**config.mk**
```make
export PLATFORM = sky130hd
export DESIGN_NAME = np_top
export DESIGN_NICKNAME = d
export VERILOG_FILES = /design/src/rtl/np_pkg.sv /design/src/rtl/np_sync.sv /design/src/rtl/np_top.sv /design/src/rtl/np_gpio.sv
export SDC_FILE = /design/constraint.sdc
export NUM_CORES = 1
export LEC_CHECK = 0
export CAP_MARGIN = 25
export CORE_MARGIN = 2
export CORE_UTILIZATION = 50
export CTS_BUF_LIST = sky130_fd_sc_hd__clkbuf_8
export DETAILED_ROUTE_END_ITERATION = 7
export PLACE_DENSITY_LB_ADDON = 0.15
export SLEW_MARGIN = 5
export SYNTH_ARGS = -nofsm -noshare
export SYNTH_HDL_FRONTEND = slang
export SYNTH_SLANG_ARGS = --single-unit
export TNS_END_PERCENT = 20
```
**constraint.sdc**
```tcl
create_clock -name clk -period 2.9 [get_ports clk]
set_input_delay 0.58 -clock clk [delete_from_list [all_inputs] [get_ports clk]]
set_output_delay 0.58 -clock clk [all_outputs]
set_load 0.03 [all_outputs]
```
**src/rtl/np_pkg.sv**
```systemverilog
// np_pkg: shared GPIO register map, default bus select and helpers.
// Imported by the RTL; offsets mirror the firmware header.
package np_pkg;

  localparam logic [7:0] DEF_BASE_SEL = 8'h03;

  typedef enum logic [2:0] {
    REG_OUT  = 3'd0,
    REG_OE   = 3'd1,
    REG_IN   = 3'd2,
    REG_EN   = 3'd3,
    REG_POL  = 3'd4,
    REG_PEND = 3'd5
  } reg_off_e;

  function automatic logic [31:0] strb_mask(input logic [3:0] s);
    return {{8{s[3]}}, {8{s[2]}}, {8{s[1]}}, {8{s[0]}}};
  endfunction

endpackage

```
**src/rtl/np_sync.sv**
```systemverilog
// np_sync: multi-flop synchronizer for asynchronous pin inputs.
// Chain resets to 0; q is the last stage.
module np_sync #(
  parameter int WIDTH  = 8,
  parameter int STAGES = 2
) (
  input  logic             clk,
  input  logic             rst_n,
  input  logic [WIDTH-1:0] d,
  output logic [WIDTH-1:0] q
);

  logic [WIDTH-1:0] chain [STAGES];

  always_ff @(posedge clk or negedge rst_n) begin
    if (!rst_n) begin
      for (int i = 0; i < STAGES; i++) chain[i] <= '0;
    end else begin
      chain[0] <= d;
      for (int i = 1; i < STAGES; i++) chain[i] <= chain[i-1];
    end
  end

  assign q = chain[STAGES-1];

endmodule

```
**src/rtl/np_top.sv**
```systemverilog
// np_top: board wrapper, 8-pin GPIO with the output register on the LEDs.
// Bus and pins are passed straight through.
module np_top
  import np_pkg::*;
(
  input  logic        clk,
  input  logic        rst_n,
  input  logic        iomem_valid,
  output logic        iomem_ready,
  input  logic [3:0]  iomem_wstrb,
  input  logic [31:0] iomem_addr,
  input  logic [31:0] iomem_wdata,
  output logic [31:0] iomem_rdata,
  input  logic [7:0]  gpio_in,
  output logic [7:0]  led,
  output logic [7:0]  gpio_oe,
  output logic        irq
);

  np_gpio #(.WIDTH(8), .BASE_SEL(DEF_BASE_SEL)) u_gpio (
    .clk         (clk),
    .rst_n       (rst_n),
    .iomem_valid (iomem_valid),
    .iomem_ready (iomem_ready),
    .iomem_wstrb (iomem_wstrb),
    .iomem_addr  (iomem_addr),
    .iomem_wdata (iomem_wdata),
    .iomem_rdata (iomem_rdata),
    .gpio_in     (gpio_in),
    .gpio_out    (led),
    .gpio_oe     (gpio_oe),
    .irq         (irq)
  );

endmodule

```
**src/rtl/np_gpio.sv**
```systemverilog
// np_gpio: memory-mapped GPIO with edge interrupts on an iomem bus.
// Single-cycle acknowledge; reads return the pre-write value.
module np_gpio
  import np_pkg::*;
#(
  parameter int         WIDTH       = 8,
  parameter logic [7:0] BASE_SEL    = DEF_BASE_SEL,
  parameter int         SYNC_STAGES = 2
) (
  input  logic             clk,
  input  logic             rst_n,
  input  logic             iomem_valid,
  output logic             iomem_ready,
  input  logic [3:0]       iomem_wstrb,
  input  logic [31:0]      iomem_addr,
  input  logic [31:0]      iomem_wdata,
  output logic [31:0]      iomem_rdata,
  input  logic [WIDTH-1:0] gpio_in,
  output logic [WIDTH-1:0] gpio_out,
  output logic [WIDTH-1:0] gpio_oe,
  output logic             irq
);

  localparam logic [2:0] ARM = 3'(SYNC_STAGES + 1);

  logic [WIDTH-1:0] pins, pins_d;
  logic [WIDTH-1:0] irq_en, irq_pol, irq_pend;
  logic [WIDTH-1:0] wd, wm, rv, ev, w1c;
  logic [31:0]      smask;
  logic [2:0]       arm_cnt;
  logic             armed, sel, we;
  reg_off_e         off;
  logic             unused;

  np_sync #(.WIDTH(WIDTH), .STAGES(SYNC_STAGES)) u_sync (
    .clk   (clk),
    .rst_n (rst_n),
    .d     (gpio_in),
    .q     (pins)
  );

  assign sel = iomem_valid && !iomem_ready
            && iomem_addr[31:24] == BASE_SEL
            && iomem_addr[23:5] == '0;
  assign off   = reg_off_e'(iomem_addr[4:2]);
  assign we    = sel && |iomem_wstrb;
  assign smask = strb_mask(iomem_wstrb);
  assign wm    = smask[WIDTH-1:0];
  assign wd    = iomem_wdata[WIDTH-1:0];
  assign armed = arm_cnt == ARM;
  assign unused = &{1'b0, iomem_addr[1:0], iomem_wdata, smask};

  always_comb begin
    rv = '0;
    case (off)
      REG_OUT:  rv = gpio_out;
      REG_OE:   rv = gpio_oe;
      REG_IN:   rv = pins;
      REG_EN:   rv = irq_en;
      REG_POL:  rv = irq_pol;
      REG_PEND: rv = irq_pend;
      default:  rv = '0;
    endcase
  end

  // Edges are masked until the chain and delayed copy hold real pin data.
  always_comb begin
    ev  = '0;
    w1c = '0;
    if (armed)
      ev = (irq_pol & pins & ~pins_d) | (~irq_pol & ~pins & pins_d);
    if (we && off == REG_PEND) w1c = wd & wm;
  end

  always_ff @(posedge clk or negedge rst_n) begin
    if (!rst_n) begin
      gpio_out    <= '0;
      gpio_oe     <= '0;
      irq_en      <= '0;
      irq_pol     <= '0;
      irq_pend    <= '0;
      pins_d      <= '0;
      arm_cnt     <= '0;
      iomem_ready <= 1'b0;
      iomem_rdata <= '0;
      irq         <= 1'b0;
    end else begin
      pins_d      <= pins;
      iomem_ready <= sel;
      if (!armed) arm_cnt <= arm_cnt + 3'd1;
      if (sel) iomem_rdata <= 32'(rv);
      if (we) begin
        case (off)
          REG_OUT: gpio_out <= (gpio_out & ~wm) | (wd & wm);
          REG_OE:  gpio_oe  <= (gpio_oe & ~wm) | (wd & wm);
          REG_EN:  irq_en   <= (irq_en & ~wm) | (wd & wm);
          REG_POL: irq_pol  <= (irq_pol & ~wm) | (wd & wm);
          default: ;
        endcase
      end
      irq_pend <= (irq_pend & ~w1c) | ev;
      irq      <= |(irq_pend & irq_en);
    end
  end

endmodule
```
==> results of run 1 <==
==> final timing paths <==
kind                                         startpoint                      to  slack, ps  cells after the start
worst max-delay path                     iomem_addr[11]               flip-flop        470                      6
worst min-delay path                              rst_n  u_gpio.u_sync.chain[9]         40                      1
worst max register to register       u_gpio.iomem_ready               flip-flop        890                      5
worst min register to register  u_gpio.u_sync.chain[14]      u_gpio.u_sync.q[6]        350                      0
max in group asynchronous                         rst_n               async pin       2320                      2
min in group clk                u_gpio.u_sync.chain[14]      u_gpio.u_sync.q[6]        350                      0
==> routing by layer <==
layer | share of wire | routed length [um]
met1 | 0.44 | 3570
met2 | 0.48 | 3820
met3 | 0.061 | 492
met4 | 0.019 | 156
met5 | 0 | 0
==> critical path, cell delays in order <==
cell and delay (ps):
clkdlybuf4s50_1 420, nor4_2 380, nand4_4 330, nor4_4 380, buf_4 220, mux2_2 340
==> cell type report <==
| cell class | instances | area, sq um |
|---|---|---|
| fill | 571 | 2400 |
| sequential | 77 | 1930 |
| multi-input combinational | 190 | 1580 |
| timing repair buffer | 91 | 901 |
| clock buffer | 11 | 151 |
| tap | 99 | 124 |
| clock inverter | 5 | 73.8 |
| inverter | 6 | 22.5 |
==> per-stage QoR <==
stage	util	worst slack [ps]	std cells
after global routing	0.666	377	479
final	0.666	470	479
after CTS	0.662	439	478
after detailed placement	0.631	75.1	462
after global placement	0.631	132	462
after floorplan	-	706	308
==> cell families after synthesis <==
| logic type | count (synthesis) | share of synthesized area |
|---|---|---|
| flip-flops | 77 | 0.523 |
| AND/OR/NAND/NOR | 69 | 0.136 |
| multiplexers | 58 | 0.192 |
| buffers and inverters | 41 | 0.0710 |
| AO/OA/AOI/OAI | 36 | 0.0676 |
| adder cells (fa/ha/maj) | 2 | 0.00679 |
| other | 1 | 0.00102 |
| XOR/XNOR | 1 | 0.00238 |
==> cells in the final DEF (no fill, tap or decap), types with 2 or more instances in the layout <==
cell	instances
a22oi_1	8
a2bb2oi_1	3
and4b_1	2
buf_4	15
bufinv_16	2
clkbuf_8	11
clkdlybuf4s50_1	74
clkinv_2	2
conb_1	24
dfrtp_1	77
ha_1	2
inv_1	7
mux2_2	38
mux2_4	8
mux2i_1	9
mux4_2	3
nand2_1	24
nand2b_1	3
nand3_1	2
nand3b_1	2
nand4_4	2
nor2_1	11
nor2b_1	2
nor3b_1	8
nor4_2	3
nor4_4	4
o21ai_0	8
o221ai_1	2
o22ai_1	6
o31ai_1	8
==> power by group through the flow <==
stage,clock network (mW),registers [mW],logic [mW]
2_1_floorplan,0,1.12,0.123
6_report,0.911,1.10,0.215
3_5_place_dp,0,1.12,0.211
5_1_grt,0.980,1.10,0.233
4_1_cts,0.929,1.10,0.212
3_3_place_gp,0,1.12,0.210
==> metrics.md, run 1 <==
| Metric | Value |
|---|---|
| Largest net degree at the start of global routing | `78` |
| Vias | `2498` |
| Max Cap Viol | `0` |
| Logic gate share of total power | `0.097` |
| Routed WL per cell | `16.8 um` |
| Gr ovfl total | `0` |
| Vias in the first global route | `2594` |
| Cells after Synth | `285` |
| Total global-route track usage | `0.212` |
| Clock transition at path regs | `70 ps` |
| Library cells used by synthesis | `37` |
| Power share of the clock group | `0.409` |
| Worst-path fanout max | `9` |
| Final Max Tran Viols | `0` |
| First-pass GRT wire length | `13300 um` |
| Die Height | `89.8 um` |
| GR Util met2 | `0.342` |
| Post-synthesis sequential area ratio | `0.523` |
| Post-CTS Resized | `0` |
| Syn avg cell area | `12.9 sq um` |
| Maximum VDD drop | `265 uV` |
| RSZ-0062 raised after global routing | `no` |
| GRT busiest layer | `met2` |
| Fin crit share | `0.838` |
| Outcome | `finished, final reports clean` |
| Synthesized area | `3680 sq um` |
| Tot Pwr | `2.23 mW` |
| Crit path time final | `2430 ps` |
| EDFF count, synth | `0` |
| Fin. Hold Viols | `0` |
| DP Area | `4530 sq um` |
| Postcts setup bufs | `0` |
| Pint | `1.71 mW` |
| Met3 Use GR | `0.0486` |
| Hold_buf cts | `0` |
| Root buf cell | `clkbuf_8` |
| Ant diodes | `0` |
| Design Area, Final | `4780 sq um` |
| Worst Path Required | `3140 ps` |
| Final nets | `456` |
| Clk_lat worst skew | `350 ps` |
| Post-synth top area share | `0.523` |
| Worst path arrival time | `2670 ps` |
| Layout cells sized above 1 | `0.245` |
| Placer Congestion | `0.791` |
| Die Wd | `89.8 um` |
| Pleak | `2.10 nW` |
| Cell Pwr Density | `466 nW/um^2` |
| Starting Density | `0.513` |
| Clk_skew | `6.07 ps` |
| Syn. warnings | `0` |
| Drt initial violations | `155` |
| Worst Max-Slew Pin Slew | `546 ps` |
| Top_reg_cell synth | `dfrtp_1` |
| Fmax | `412 MHz` |
| Total core area | `7180 sq um` |
| Routed Antenna Nets | `0` |
| Die area | `8070 sq um` |
| CTS tree | `yes` |
| Switching pwr | `0.514 mW` |
| PortBufs | `75` |
| Rows | `31` |
| CP Launch Type | `input port` |
| TritonCTS buffer count | `9` |
| DRC | `0` |
| Worst hold slack | `35.1 ps` |
| Setup violators final | `0` |
| Register share of total power | `0.494` |
| M1 GR Usage | `0.280` |
| Setup tns final | `0 ps` |
| Top cells by area, synth | `dfrtp_1, mux2_2, buf_4` |
| Most common cell in the netlist | `dfrtp_1` |
| Pre-Repair DR Iteration Count | `4` |
| Async set or reset register ratio after synthesis | `1.00` |
| Critical path class | `in -> reg` |
| Io pins | `129` |
| Top cells by count, synth | `dfrtp_1, mux2_2, buf_4, nand2_1, nor2_1` |
| Worst hold path type | `in -> async` |
| Area leader, netlist | `dfrtp_1` |
| Relative slew slack | `0.636` |
| Hpwl dp | `5650 um` |
| Initial antenna violation count | `0` |
| H-tree Lvls | `3` |
| Clock buffer depth | `2` |
| Sink Count | `77` |
| Setup crit end kind | `flip-flop` |
| Net Sw Frac | `0.231` |
| DRT Wirelength | `8040 um` |
| Area Overhead vs Synth | `29.8%` |
| Vias/cell | `5.22` |
| Seq cells post-synth | `77` |
Power figures use the tool's default switching activity.
==> run 2, diff against run 1 <==
- CORE_UTILIZATION: 50 -> 47
- clock period: 2.9 -> 2.5 ns (I/O delays scaled with it)
==> metrics.md, run 2 (synthesis gave the netlist of run 1 again) <==
| Metric | Value |
|---|---|
| Worst hold slack | `120 ps (was 35.1 ps)` |
| Maximum VDD drop | `309 uV (was 265 uV)` |
| Worst hold path type | `in -> async (unchanged)` |
| Finished Layout Cells | `492 (was 479)` |
| Total global-route track usage | `0.205 (was 0.212)` |
| First-pass GRT wire length | `13600 um (was 13300 um)` |
| Root buf cell | `clkbuf_8 (unchanged)` |
| Final nets | `466 (was 456)` |
| Die Wd | `92.5 um (was 89.8 um)` |
| Worst r2r path cells | `5 (unchanged)` |
| Gr ovfl total | `0 (unchanged)` |
| CTS tree | `yes (unchanged)` |
| Initial antenna violation count | `0 (unchanged)` |
| PortBufs | `75 (unchanged)` |
| TritonCTS buffer count | `9 (unchanged)` |
| CP Launch Type | `input port (unchanged)` |
| Reg-to-Reg Start | `u_gpio.iomem_ready (unchanged)` |
| Clock buffer depth | `2 (unchanged)` |
| Rows | `32 (was 31)` |
| Placed Cells | `476 (was 462)` |
| Clk_lat worst skew | `340 ps (was 350 ps)` |
| Crit path time final | `2330 ps` |
| Cell Pwr Density | `528 nW/um^2 (was 466 nW/um^2)` |
| H-tree Lvls | `3 (unchanged)` |
| Hpwl dp | `6190 um (was 5650 um)` |
| Fmax | `429 MHz` |
| Outcome | `finished, final reports clean (unchanged)` |
| Final Max Tran Viols | `0 (unchanged)` |
| Setup violators final | `0 (unchanged)` |
| Clk_skew | `6.73 ps (was 6.07 ps)` |
| Critical path class | `in -> reg (unchanged)` |
| Fin crit share | `0.932` |
| FF+latch area | `1930 sq um (unchanged)` |
| Area Overhead vs Synth | `31.7% (was 29.8%)` |
| Vias in the first global route | `2611 (was 2594)` |
| Pre-Repair DR Iteration Count | `4 (unchanged)` |
| Largest net degree at the start of global routing | `41 (was 78)` |
| Placer Congestion | `0.809 (was 0.791)` |
| Hold_buf cts | `0 (unchanged)` |
| FF-to-FF setup slack | `540 ps (was 890 ps)` |
| Commonest non-fill, non-tap cell in the layout | `dfrtp_1 (unchanged)` |
| Layout cells sized above 1 | `0.267 (was 0.245)` |
| Max Cap Viol | `0 (unchanged)` |
| Most frequent cells in the layout | `dfrtp_1, clkdlybuf4s50_1, mux2_2, buf_4 (was dfrtp_1, clkdlybuf4s50_1, mux2_2, nand2_1, conb_1)` |
| Worst Max-Slew Pin Slew | `524 ps (was 546 ps)` |
| Fin. Hold Viols | `0 (unchanged)` |
| Vias/cell | `5.12 (was 5.22)` |
| Vias | `2520 (was 2498)` |
| Routed Antenna Nets | `0 (unchanged)` |
| Drt initial violations | `102 (was 155)` |
| DRT Wirelength | `8210 um (was 8040 um)` |
| Die area | `8560 sq um (was 8070 sq um)` |
| Area of the multi-input gates | `1580 sq um (unchanged)` |
| Total core area | `7650 sq um (was 7180 sq um)` |
| Postcts setup bufs | `0 (unchanged)` |
| Worst path arrival time | `2550 ps (was 2670 ps)` |
| Relative slew slack | `0.651 (was 0.636)` |
| Sink Count | `77 (unchanged)` |
| Setup crit end kind | `flip-flop (unchanged)` |
| Clock transition at path regs | `80 ps (was 70 ps)` |
| Worst Path Required | `2720 ps (was 3140 ps)` |
| RSZ-0062 raised after global routing | `no (unchanged)` |
| Ant diodes | `0 (unchanged)` |
| Routed WL per cell | `16.7 um (was 16.8 um)` |
| Starting Density | `0.482 (was 0.513)` |
| Die Height | `92.5 um (was 89.8 um)` |
| Fill cells | `604 (was 571)` |
| Worst-path fanout max | `6 (was 9)` |
| DRC | `0 (unchanged)` |
| Io pins | `129 (unchanged)` |
| Pleak | `2.14 nW (was 2.10 nW)` |
| Post-CTS Resized | `0 (unchanged)` |
[run 2: how the worst max path moves through the flow]
stage,start,endpoint,cells after the start
after global routing,iomem_addr[11],flip-flop,6
after global placement,iomem_addr[11],flip-flop,6
after floorplan,iomem_addr[11],flip-flop,5
after detailed placement,iomem_addr[10],flip-flop,6
after CTS,iomem_addr[10],flip-flop,6
final,iomem_addr[11],flip-flop,6
[run 2: power breakdown]
| part | leakage [nW] | switching [mW] | internal, mW |
|---|---|---|---|
| clock | 0.112 | 0.445 | 0.587 |
| sequential | 0.968 | 0.0121 | 1.26 |
| combinational | 1.06 | 0.139 | 0.113 |
| total | 2.14 | 0.596 | 1.96 |
[run 2: layout make-up]
class	count	share of cell area
clock buffers	10	0.0284
clock inverters	6	0.0178
inverters	6	0.00464
multi-input cells	190	0.326
flip-flops and latches	77	0.397
well taps	102	0.0263
repair buffers	101	0.200
[run 2: worst max-delay path: stages]
cell	delay, ps
clkdlybuf4s50_1	420
nor4_2	400
nand4_4	270
nor4_4	410
buf_4	200
mux2_2	350
[run 2: per-stage QoR]
| step | setup slack, ps | cell area (sq um) | power [mW] | utilization | setup TNS (ps) |
|---|---|---|---|---|---|
| 5_1_grt | 54.7 | 4850 | 2.67 | 0.634 | 0 |
| 3_3_place_gp | -139 | 4630 | 1.55 | 0.605 | -2780 |
| 3_5_place_dp | -247 | 4630 | 1.56 | 0.605 | -6500 |
| 4_1_cts | 126 | 4850 | 2.59 | 0.634 | 0 |
| 2_1_floorplan | 386 | 3770 | 1.44 | - | 0 |
| 6_report | 170 | 4850 | 2.56 | 0.634 | 0 |
[run 2: layer usage]
| layer | GRT usage | up-vias | share of wire | wire [um] |
|---|---|---|---|---|
| li1 | - | 1179 | - | - |
| met1 | 0.277 | 1237 | 0.43 | 3570 |
| met2 | 0.336 | 96 | 0.49 | 3990 |
| met5 | 0 | - | 0 | 0 |
| met3 | 0.0464 | 8 | 0.067 | 554 |
| met4 | 0.0560 | 0 | 0.012 | 97 |
==> run 3, diff against run 2 <==
- SLEW_MARGIN: 5 -> unset
==> results of run 3 <==
The final DEF is identical to that of run 2; final timing and power are the same.
